`config.mk`:
```
export PLATFORM = sky130hd
export DESIGN_NAME = saturn_serial_tx
export DESIGN_NICKNAME = d
export VERILOG_FILES = /design/src/rtl/saturn_serial_pkg.sv /design/src/rtl/saturn_serial_fifo.sv /design/src/rtl/saturn_serial_tx.sv
export SDC_FILE = /design/constraint.sdc
export NUM_CORES = 1
export LEC_CHECK = 0
export BUFFER_PORTS_ARGS = -buffer_cell sky130_fd_sc_hd__buf_2
export CAP_MARGIN = 20
export CELL_PAD_IN_SITES_DETAIL_PLACEMENT = 0
export CELL_PAD_IN_SITES_GLOBAL_PLACEMENT = 2
export CORE_MARGIN = 2
export CORE_UTILIZATION = 40
export DETAILED_ROUTE_END_ITERATION = 16
export PLACE_DENSITY = 0.72
export SLEW_MARGIN = 20
export SYNTH_ARGS = -nofsm -noshare
export SYNTH_HDL_FRONTEND = slang
export SYNTH_SLANG_ARGS = --single-unit
```
`constraint.sdc`:
```
create_clock -name i_clk -period 2.7 [get_ports i_clk]
set_input_delay 0.135 -clock i_clk [delete_from_list [all_inputs] [get_ports i_clk]]
set_output_delay 0.135 -clock i_clk [all_outputs]
set_load 0.1 [all_outputs]
```
`src/rtl/saturn_serial_pkg.sv`:
```
`default_nettype none
// saturn_serial_pkg: shared FSM encoding and counter widths for the debug serial TX.
// Revision 1.0
package saturn_serial_pkg;

  typedef enum logic [1:0] {
    ST_IDLE  = 2'd0,
    ST_START = 2'd1,
    ST_DATA  = 2'd2,
    ST_STOP  = 2'd3
  } tx_state_e;

  localparam int unsigned c_default_clks_per_bit = 104;
  localparam int unsigned c_baud_cnt_w           = 16;
  localparam int unsigned c_sent_cnt_w           = 10;
  localparam int unsigned c_bit_idx_w            = 3;

endpackage
`default_nettype wire

```
`src/rtl/saturn_serial_fifo.sv`:
```
`default_nettype none
// saturn_serial_fifo: single-clock character FIFO with a separate level counter.
// Revision 1.0
module saturn_serial_fifo
  import saturn_serial_pkg::*;
#(
  parameter int unsigned FIFO_ADDR_W = 4
) (
  input  logic                   i_clk,
  input  logic                   i_reset,
  input  logic                   i_push,
  input  logic [7:0]             i_wdata,
  input  logic                   i_pop,
  output logic [7:0]             o_rdata,
  output logic                   o_full,
  output logic                   o_empty,
  output logic [FIFO_ADDR_W:0]   o_level
);

  localparam int unsigned c_depth = 2 ** FIFO_ADDR_W;

  logic [7:0]             mem_q [c_depth];
  logic [FIFO_ADDR_W-1:0] wr_ptr_q;
  logic [FIFO_ADDR_W-1:0] rd_ptr_q;
  logic [FIFO_ADDR_W:0]   level_q;
  logic                   w_push_ok;
  logic                   w_pop_ok;

  // Full/empty come from the registered level, so a push on the same edge
  // as a pop from a full FIFO is still refused.
  assign o_full    = (level_q == (FIFO_ADDR_W + 1)'(c_depth));
  assign o_empty   = (level_q == '0);
  assign o_level   = level_q;
  assign o_rdata   = mem_q[rd_ptr_q];
  assign w_push_ok = i_push && !o_full;
  assign w_pop_ok  = i_pop && !o_empty;

  always_ff @(posedge i_clk) begin
    if (w_push_ok) begin
      mem_q[wr_ptr_q] <= i_wdata;
    end
  end

  always_ff @(posedge i_clk) begin
    if (i_reset) begin
      wr_ptr_q <= '0;
      rd_ptr_q <= '0;
      level_q  <= '0;
    end else begin
      if (w_push_ok) begin
        wr_ptr_q <= wr_ptr_q + 1'b1;
      end
      if (w_pop_ok) begin
        rd_ptr_q <= rd_ptr_q + 1'b1;
      end
      case ({w_push_ok, w_pop_ok})
        2'b10:   level_q <= level_q + 1'b1;
        2'b01:   level_q <= level_q - 1'b1;
        default: level_q <= level_q;
      endcase
    end
  end

endmodule
`default_nettype wire

```
`src/rtl/saturn_serial_tx.sv`:
```
`default_nettype none
// saturn_serial_tx: buffers bus-controller debug characters and sends them as 8N1 UART frames.
// Revision 1.0
module saturn_serial_tx
  import saturn_serial_pkg::*;
#(
  parameter int unsigned CLKS_PER_BIT = c_default_clks_per_bit,
  parameter int unsigned FIFO_ADDR_W  = 4
) (
  input  logic                      i_clk,
  input  logic                      i_reset,
  input  logic [7:0]                i_char_to_send,
  input  logic                      i_char_valid,
  input  logic                      i_char_send,
  output logic                      o_serial_busy,
  output logic                      o_tx,
  output logic [FIFO_ADDR_W:0]      o_fifo_level,
  output logic [c_sent_cnt_w-1:0]   o_sent_counter,
  output logic                      o_overflow
);

  localparam logic [c_baud_cnt_w-1:0] c_baud_last = c_baud_cnt_w'(CLKS_PER_BIT - 1);

  tx_state_e               state_q;
  logic                    tx_q;
  logic [7:0]              shift_q;
  logic [c_bit_idx_w-1:0]  bit_idx_q;
  logic [c_baud_cnt_w-1:0] baud_q;
  logic [c_sent_cnt_w-1:0] sent_q;
  logic                    overflow_q;

  logic                    w_strobe;
  logic                    w_full;
  logic                    w_empty;
  logic                    w_pop;
  logic [7:0]              w_head;

  assign w_strobe = i_char_send && i_char_valid;
  assign w_pop    = (state_q == ST_IDLE) && !w_empty;

  saturn_serial_fifo #(
    .FIFO_ADDR_W (FIFO_ADDR_W)
  ) u_fifo (
    .i_clk   (i_clk),
    .i_reset (i_reset),
    .i_push  (w_strobe),
    .i_wdata (i_char_to_send),
    .i_pop   (w_pop),
    .o_rdata (w_head),
    .o_full  (w_full),
    .o_empty (w_empty),
    .o_level (o_fifo_level)
  );

  // o_tx is driven from the state of the previous cycle, which gives the
  // one-cycle pop-to-start latency and the single idle-high gap between frames.
  always_ff @(posedge i_clk) begin
    if (i_reset) begin
      state_q    <= ST_IDLE;
      tx_q       <= 1'b1;
      shift_q    <= '0;
      bit_idx_q  <= '0;
      baud_q     <= '0;
      sent_q     <= '0;
      overflow_q <= 1'b0;
    end else begin
      if (w_strobe && w_full) begin
        overflow_q <= 1'b1;
      end
      case (state_q)
        ST_IDLE: begin
          tx_q <= 1'b1;
          if (!w_empty) begin
            shift_q   <= w_head;
            bit_idx_q <= '0;
            baud_q    <= '0;
            state_q   <= ST_START;
          end
        end
        ST_START: begin
          tx_q <= 1'b0;
          if (baud_q == c_baud_last) begin
            baud_q  <= '0;
            state_q <= ST_DATA;
          end else begin
            baud_q <= baud_q + 1'b1;
          end
        end
        ST_DATA: begin
          tx_q <= shift_q[0];
          if (baud_q == c_baud_last) begin
            baud_q    <= '0;
            shift_q   <= {1'b0, shift_q[7:1]};
            bit_idx_q <= bit_idx_q + 1'b1;
            if (bit_idx_q == 3'd7) begin
              state_q <= ST_STOP;
            end
          end else begin
            baud_q <= baud_q + 1'b1;
          end
        end
        ST_STOP: begin
          tx_q <= 1'b1;
          if (baud_q == c_baud_last) begin
            baud_q  <= '0;
            sent_q  <= sent_q + 1'b1;
            state_q <= ST_IDLE;
          end else begin
            baud_q <= baud_q + 1'b1;
          end
        end
        default: begin
          tx_q    <= 1'b1;
          state_q <= ST_IDLE;
        end
      endcase
    end
  end

  assign o_tx           = tx_q;
  assign o_serial_busy  = w_full;
  assign o_sent_counter = sent_q;
  assign o_overflow     = overflow_q;

endmodule
`default_nettype wire

```
# Word level (Yosys, flattened, before mapping)
# Memory sizes are Yosys's and may differ from the RTL's. A register that Yosys moved wholly into a read port is not among the register bits.
# Cells that the tools add are included.
[classes]
add_sub_neg = 7
eq_ne = 13
n_mux = 21
reduce_logical = 16
[op_table]
columns = ["cell", "count"]
rows = [
  ["2-to-1 mux 16 bit", 2],
  ["one-hot mux 16 bit (2 select lines)", 1],
  ["adder 16 x 1 -> 16 bit, second input constant", 1],
  ["equality test 16 x 7 -> 1 bit, second input constant", 1],
  ["2-to-1 mux 8 bit", 2],
  ["one-hot mux 8 bit (2 select lines)", 1],
  ["adder 10 x 1 -> 10 bit, second input constant", 1],
  ["2-to-1 mux 2 bit", 5],
  ["!= test 2 bit, second input constant", 5],
  ["one-hot mux 5 bit (2 select lines)", 1],
  ["adder 4 x 1 -> 4 bit, second input constant", 2],
  ["2-to-1 mux 4 bit", 2],
  ["one-hot mux 2 bit (4 select lines)", 1],
  ["equality test 2 bit, second input constant", 3],
  ["2-to-1 mux 3 bit", 2],
  ["one-hot mux 3 bit (2 select lines)", 1],
  ["adder 5 x 1 -> 5 bit, second input constant", 1],
  ["equality test 5 bit, second input constant", 1],
  ["logical AND 1 bit", 5],
  ["logical NOT 5 bit", 1],
  ["AND reduction 5 bit", 1],
  ["subtractor 5 x 1 -> 5 bit, second input constant", 1],
  ["equality test 2 x 1 -> 1 bit, second input constant", 2],
  ["nonzero test 2 bit", 2],
  ["10 further kinds", 12],
]
[totals]
register_bits = 54
ramBits = 128
inputBits = 12
out_inout_bits = 18
wordCells = 68
mem_count = 1
[mem_list]
columns = ["name", "depth", "width", "read_ports", "rd_ports_with_merged_regs", "write_ports", "line", "rtl"]
rows = [
  ["u_fifo.mem_q", 16, 8, 1, 1, 1, "saturn_serial_fifo.sv:22", "logic [7:0] mem_q [c_depth];"],
]

# Longest topological paths before layout
[logic_depth]
depth_word = 6
ltp_mapped = 12
mapped_depth_nobuf = 11

# By module
# From an unflattened synthesis, not the netlist that was laid out.
[hier_totals]
cells_unflattened = 564
hier_area_um2 = 7943.9
[modules_own_cells]
columns = ["mod", "instances", "cells_each", "area_per_inst_um2", "seq_area_each_um2"]
rows = [
  ["saturn_serial_fifo", 1, 330, 5891.9, 4184.0],
  ["saturn_serial_tx", 1, 234, 2052.0, 820.8],
]

# Worst setup path after synthesis
# Ideal clock, no wire load.
[synth_path]
path_type = "flip-flop to flip-flop"
start = "reg u_fifo.level_q[1] (netlist: u_fifo.o_level[1])"
end = "reg u_fifo.level_q[4] (netlist: u_fifo.o_level[4])"
t_arrival_ns = 3.371
required_ns = 2.577
slack_ns = -0.795
stages_incl_launch_ff = 12
n_path_buf = 1
path_cell_list = "dfxtp_1 > buf_2 > nor4_4 > a21oi_1 > inv_1 > ha_1 > xor2_1 > ha_1 > a31oi_1 > o21ai_0 > a32oi_1 > mux2_1"
[synth_between]
elab_chain_len = 6
[synth_lines]
columns = ["element", "line", "rtl"]
rows = [
  ["from (decl)", "saturn_serial_fifo.sv:25", "logic [FIFO_ADDR_W:0] level_q;"],
  ["from (signal assigned)", "saturn_serial_fifo.sv:57", "2'b10: level_q <= level_q + 1'b1;"],
  ["from (signal assigned)", "saturn_serial_fifo.sv:58", "2'b01: level_q <= level_q - 1'b1;"],
  ["from (signal assigned)", "saturn_serial_fifo.sv:59", "default: level_q <= level_q;"],
  ["logical NOT 5 bit", "saturn_serial_fifo.sv:32", "assign o_empty = (level_q == '0);"],
  ["logical NOT 1 bit", "saturn_serial_fifo.sv:36, saturn_serial_tx.sv:39", ""],
  ["logical AND 1 bit", "saturn_serial_tx.sv:39", "assign w_pop = (state_q == ST_IDLE) && !w_empty;"],
  ["logical AND 1 bit", "saturn_serial_fifo.sv:36", "assign w_pop_ok = i_pop && !o_empty;"],
  ["equality test 2 x 1 -> 1 bit / equality test 2 bit (equally long branches)", "saturn_serial_fifo.sv:56", "case ({w_push_ok, w_pop_ok})"],
  ["one-hot mux 5 bit (2 select lines) / nonzero test 2 bit (equally long branches)", "n/a", ""],
]
# Several ways; a longest one is shown, not always the timed one.
# A chain may end at the register's enable or synchronous reset.

# Worst setup path in the final report
[layout_path]
start = "reg u_fifo.level_q[1] (netlist: u_fifo.o_level[1])"
end = "reg u_fifo.level_q[4] (netlist: u_fifo.o_level[4])"
[layout_between]
elab_chain_len = 6
[layout_lines]
columns = ["element", "line", "rtl"]
rows = [
  ["logical NOT 5 bit (*)", "saturn_serial_fifo.sv:32", ""],
  ["logical NOT 1 bit (*)", "saturn_serial_fifo.sv:36, saturn_serial_tx.sv:39", ""],
  ["logical AND 1 bit", "saturn_serial_tx.sv:39", ""],
  ["logical AND 1 bit (*)", "saturn_serial_fifo.sv:36", ""],
  ["via u_fifo.w_pop_ok", "saturn_serial_fifo.sv:27", "logic w_pop_ok;"],
  ["equality test 2 x 1 -> 1 bit / equality test 2 bit (equally long branches)", "saturn_serial_fifo.sv:56", ""],
  ["one-hot mux 5 bit (2 select lines) / nonzero test 2 bit (equally long branches)", "n/a", ""],
]
# The timed path passes the listed nets; every way through them passes the cells marked *.

==> key figures <==
Run status
  • Outcome: completed

Hold path
  • HP Class: primary input to flip-flop

Global routing
  • GRT Overall Usage: 0.1619
  • First-pass GRT wire length: 25.22 mm
  • Initial antenna violation count: 0
  • Largest net degree at the start of global routing: 33
  • Global route overflow: 0
  • Vias in the first global route: 4701

Finish
  • Layout net count: around 630
  • N_diodes: 0
  • Fillers: 1736
  • Count of non-filler cells in the finished layout: approximately 880
  • Area growth syn-to-layout: 15.59%
  • Layout cells sized above 1: 0.2334

Drt
  • Avg Vias per Cell: around 5.3
  • Final wirelength: around 16 mm
  • ANT nets after route: 0
  • DR pass1 iterations: 5
  • Via count: between 4000 and 5000
  • DRC viols: 0
  • Starting DRT DRC Count: around 270
  • Drt wl/cell: approximately 18 um

Power
  • Net switching power: ~2.4 mW
  • Pwr dens: between 800 and 900 mW/mm2
  • Switching Fraction: 0.3030
  • Max rail drop VDD: 0.4637 mV
  • Combinational power share: 0.258
  • P_leak: approximately 3.1 nW
  • Seq pwr share: 0.420
  • Total power: just under 8 mW
  • Internal power: 5.406 mW
  • Clock share of power: 0.322

Timing
  • Fmax: about 0.4 GHz
  • Post-layout min period: 2.506 ns
  • Final Setup Violations: 0
  • Final hold violation count: 0
  • Unrepaired setup endpoints after global routing: no
  • Slack of the critical path: between 0.15 and 0.2 ns
  • Max-slew violation count: 0
  • Tcrit/Tclk final: 0.9280
  • Setup Skew: roughly 0.010 ns
  • Worst slew pin tran: about 0.63 ns
  • Setup TNS: 0 ns
  • Slew margin rel.: 0.5763

Critical path
  • Worst EP required: just over 3 ns
  • Crit-path slowest cell: dfxtp_4
  • Critical Path AT: about 2.8 ns
  • Worst setup EP type: flip-flop
  • Worst path top cell family by delay: compound AO/OA/AOI/OAI gates
  • WP buf/inv: 0
  • Crit-path cells: nor4_4 > a21oi_1 > ha_1 > xor2_1 > ha_1 > a31oi_1 > o21ai_0 > a32oi_1 > mux2_1
  • Top cell by count, worst path: ha_1
  • Critical path fanouts, max: 10
  • CP peak stage delay: ~0.39 ns
  • Worst setup SP type: flip-flop
  • Kind of critical path: flip-flop to flip-flop

Yosys
  • Yosys reg bits: roughly 190
  • Post-synthesis sequential area ratio: 0.6370
  • Ys Warns: 0
  • Syn Inst Count: around 550
  • Async S/R FF share, synth: 0
  • Mapped cell area: between 0.007 and 0.008 mm2
  • Synth cell types: 51
  • Mean Syn Cell Area: 14.18 um2
  • Synth Net Count: about 600
  • Ys flop type: edfxtp_1
  • Number of synthesized flops with an enable pin: between 100 and 150

Floorplanning
  • Total Die Area: roughly 0.021 mm2
  • Total I/O pin count: 30
  • Row count: between 50 and 60
  • Die Y: 144.1 um
  • DIE WIDTH: about 140 um
  • Core ar.: about 0.019 mm2
  • Initial Util: 0.4050

Clocking
  • CTS Buf Count: 17
  • Clock transition at path regs: roughly 0.07 ns
  • Clock Path Buffers: 2
  • Post-CTS sizing: 0
  • Insertion delay of the later-clocked pin in the worst-skew pair: approximately 0.43 ns
  • Clk root buf: clkbuf_16
  • H-tree levels: 4
  • Clock sinks: between 150 and 200
  • CTS tree: built

Placement
  • Final HPWL DP: 10.12 mm
  • RD Place Congestion: ~0.75
  • Port Buffers: 29
  • DP Cell Count: about 850
  • Post-Place Worst Slack: ~0.17 ns

Flow run
  • Max Cap Viol: 0
[final timing paths]
check	from	to	slack (ns)	cells past startpoint
hold / removal	i_char_to_send[1]	u_fifo.mem_q[14][1]	0.08	1
setup / recovery	u_fifo.o_level[1]	u_fifo.o_level[4]	0.19	9
setup reg to reg	u_fifo.o_level[1]	u_fifo.o_level[4]	0.19	9
hold reg to reg	bit_idx_q[2]	bit_idx_q[2]	0.48	2
[layer usage]
metal,part of all wire,track usage,vias up
li1,-,-,2213
met1,0.46,0.2114,2332
met2,0.50,0.2747,77
met3,0.030,0.03609,12
met4,0.0097,0.04343,0
met5,0,0,-
[layout by cell type (no fill, tap or decap), types with 3 or more instances in the layout]
cell | synthesis | layout
a21oi_1 | 22 | 21
a22oi_1 | 8 | 8
a31oi_1 | 4 | 4
and3_1 | 7 | 7
and4_1 | 8 | 8
buf_2 | 10 | 29
buf_4 | 0 | 31
clkbuf_16 | 0 | 17
clkinv_1 | 0 | 3
dfxtp_1 | 58 | 52
dfxtp_2 | 0 | 3
dfxtp_4 | 0 | 3
edfxtp_1 | 128 | 128
ha_1 | 17 | 17
inv_1 | 9 | 9
inv_6 | 0 | 3
inv_8 | 0 | 4
mux2_2 | 8 | 8
mux2i_1 | 14 | 14
mux4_2 | 32 | 32
nand2_1 | 26 | 26
nand2b_1 | 6 | 6
nand3_1 | 15 | 15
nand3b_1 | 3 | 3
nand4_1 | 10 | 10
nor2_1 | 57 | 56
nor3_1 | 10 | 10
nor3b_1 | 4 | 4
nor4_1 | 5 | 5
o211ai_1 | 8 | 8
o21ai_0 | 8 | 8
or3_1 | 4 | 4
xnor2_1 | 4 | 4
xor2_1 | 23 | 23
[final cells by class]
| type | instances | area [um2] | share of cell area |
|---|---|---|---|
| Sequential cell | 186 | 5020 | 0.5528 |
| Clock inverter | 14 | 157.7 | 0.01736 |
| Tap cell | 265 | 331.6 | 0.03651 |
| Timing Repair Buffer | 63 | 417.9 | 0.04602 |
| Multi-Input combinational cell | 327 | 2691 | 0.2964 |
| Clock buffer | 18 | 429.2 | 0.04726 |
| Inverter | 9 | 33.78 | 0.003720 |
[stage by stage]
step / hold slack [ns] / cell area (um2) / util
global route: 0.07380 / 9081 / 0.4681
CTS: 0.06435 / 9066 / 0.4674
floorplan: 0.2339 / 7876 / -
detailed placement: 0.4187 / 8459 / 0.4361
global placement: 0.4031 / 8459 / 0.4361
finish: 0.07815 / 9081 / 0.4681
[power groups by stage]
stage / sequential [mW] / combinational [mW] / clock (mW)
final: 3.26 / 2.00 / 2.50
after global routing: 3.27 / 2.19 / 2.68
after CTS: 3.26 / 2.01 / 2.56
after detailed placement: 3.32 / 2.00 / 0
after global placement: 3.32 / 1.98 / 0
after floorplan: 3.46 / 1.33 / 0
[flip-flops by register name (all words and copies together) (netlist names), named ones only]
register / count
o_sent_counter: 10
u_fifo.wr_ptr_q: 4
bit_idx_q: 3
u_fifo.rd_ptr_q: 4
shift_q: 8
o_tx: 1
state_q: 2
o_overflow: 1
u_fifo.o_level: 5
u_fifo.mem_q: 128
baud_q: 16
[cells in the mapped netlist, types with 5 or more instances]
master	instances	area [um2]
mux2i_1	14	140.1
nand2_1	26	97.59
xor2_1	23	201.4
ha_1	17	212.7
o21ai_0	8	40.04
nand2b_1	6	37.54
mux2_2	8	90.09
clkbuf_1	18	67.56
nor3_1	10	50.05
dfxtp_1	58	1161
a22oi_1	8	60.06
and4_1	8	70.07
edfxtp_1	128	3844
a21oi_1	22	110.1
nor4_1	5	31.28
and3_1	7	43.79
inv_1	9	33.78
nand4_1	10	62.56
o211ai_1	8	60.06
nand3_1	15	75.07
mux4_2	32	720.7
nor2_1	57	214.0
buf_2	10	50.05
[worst reg2reg max path, stage by stage (launching register included)]
cell     delay, ns
dfxtp_4       0.39
nor4_4        0.35
a21oi_1       0.15
ha_1          0.26
xor2_1        0.15
ha_1          0.21
a31oi_1       0.22
o21ai_0       0.14
a32oi_1       0.20
mux2_1        0.33
[kinds of logic (layout without fill, tap and decap cells)]
family,count (synthesis),in the layout,share of synthesized area
DFF,186,186,0.6370
and+or+nand+nor,164,164,0.1075
AOI/OAI and AO/OA,64,64,0.05463
muxes,55,55,0.1225
buffers and inverters,41,104,0.02118
xor gates and xnor gates,27,27,0.03010
adders and majority gates,17,17,0.02707
[repair_timing]
item | in CTS | in global routing
hold buffers | 2 | 0
hold endpoints to repair | 1 | 0
endpoints found under the setup margin | 0 | 1
buffers inserted | 0 | 2
(Power assumes the default switching activity.)
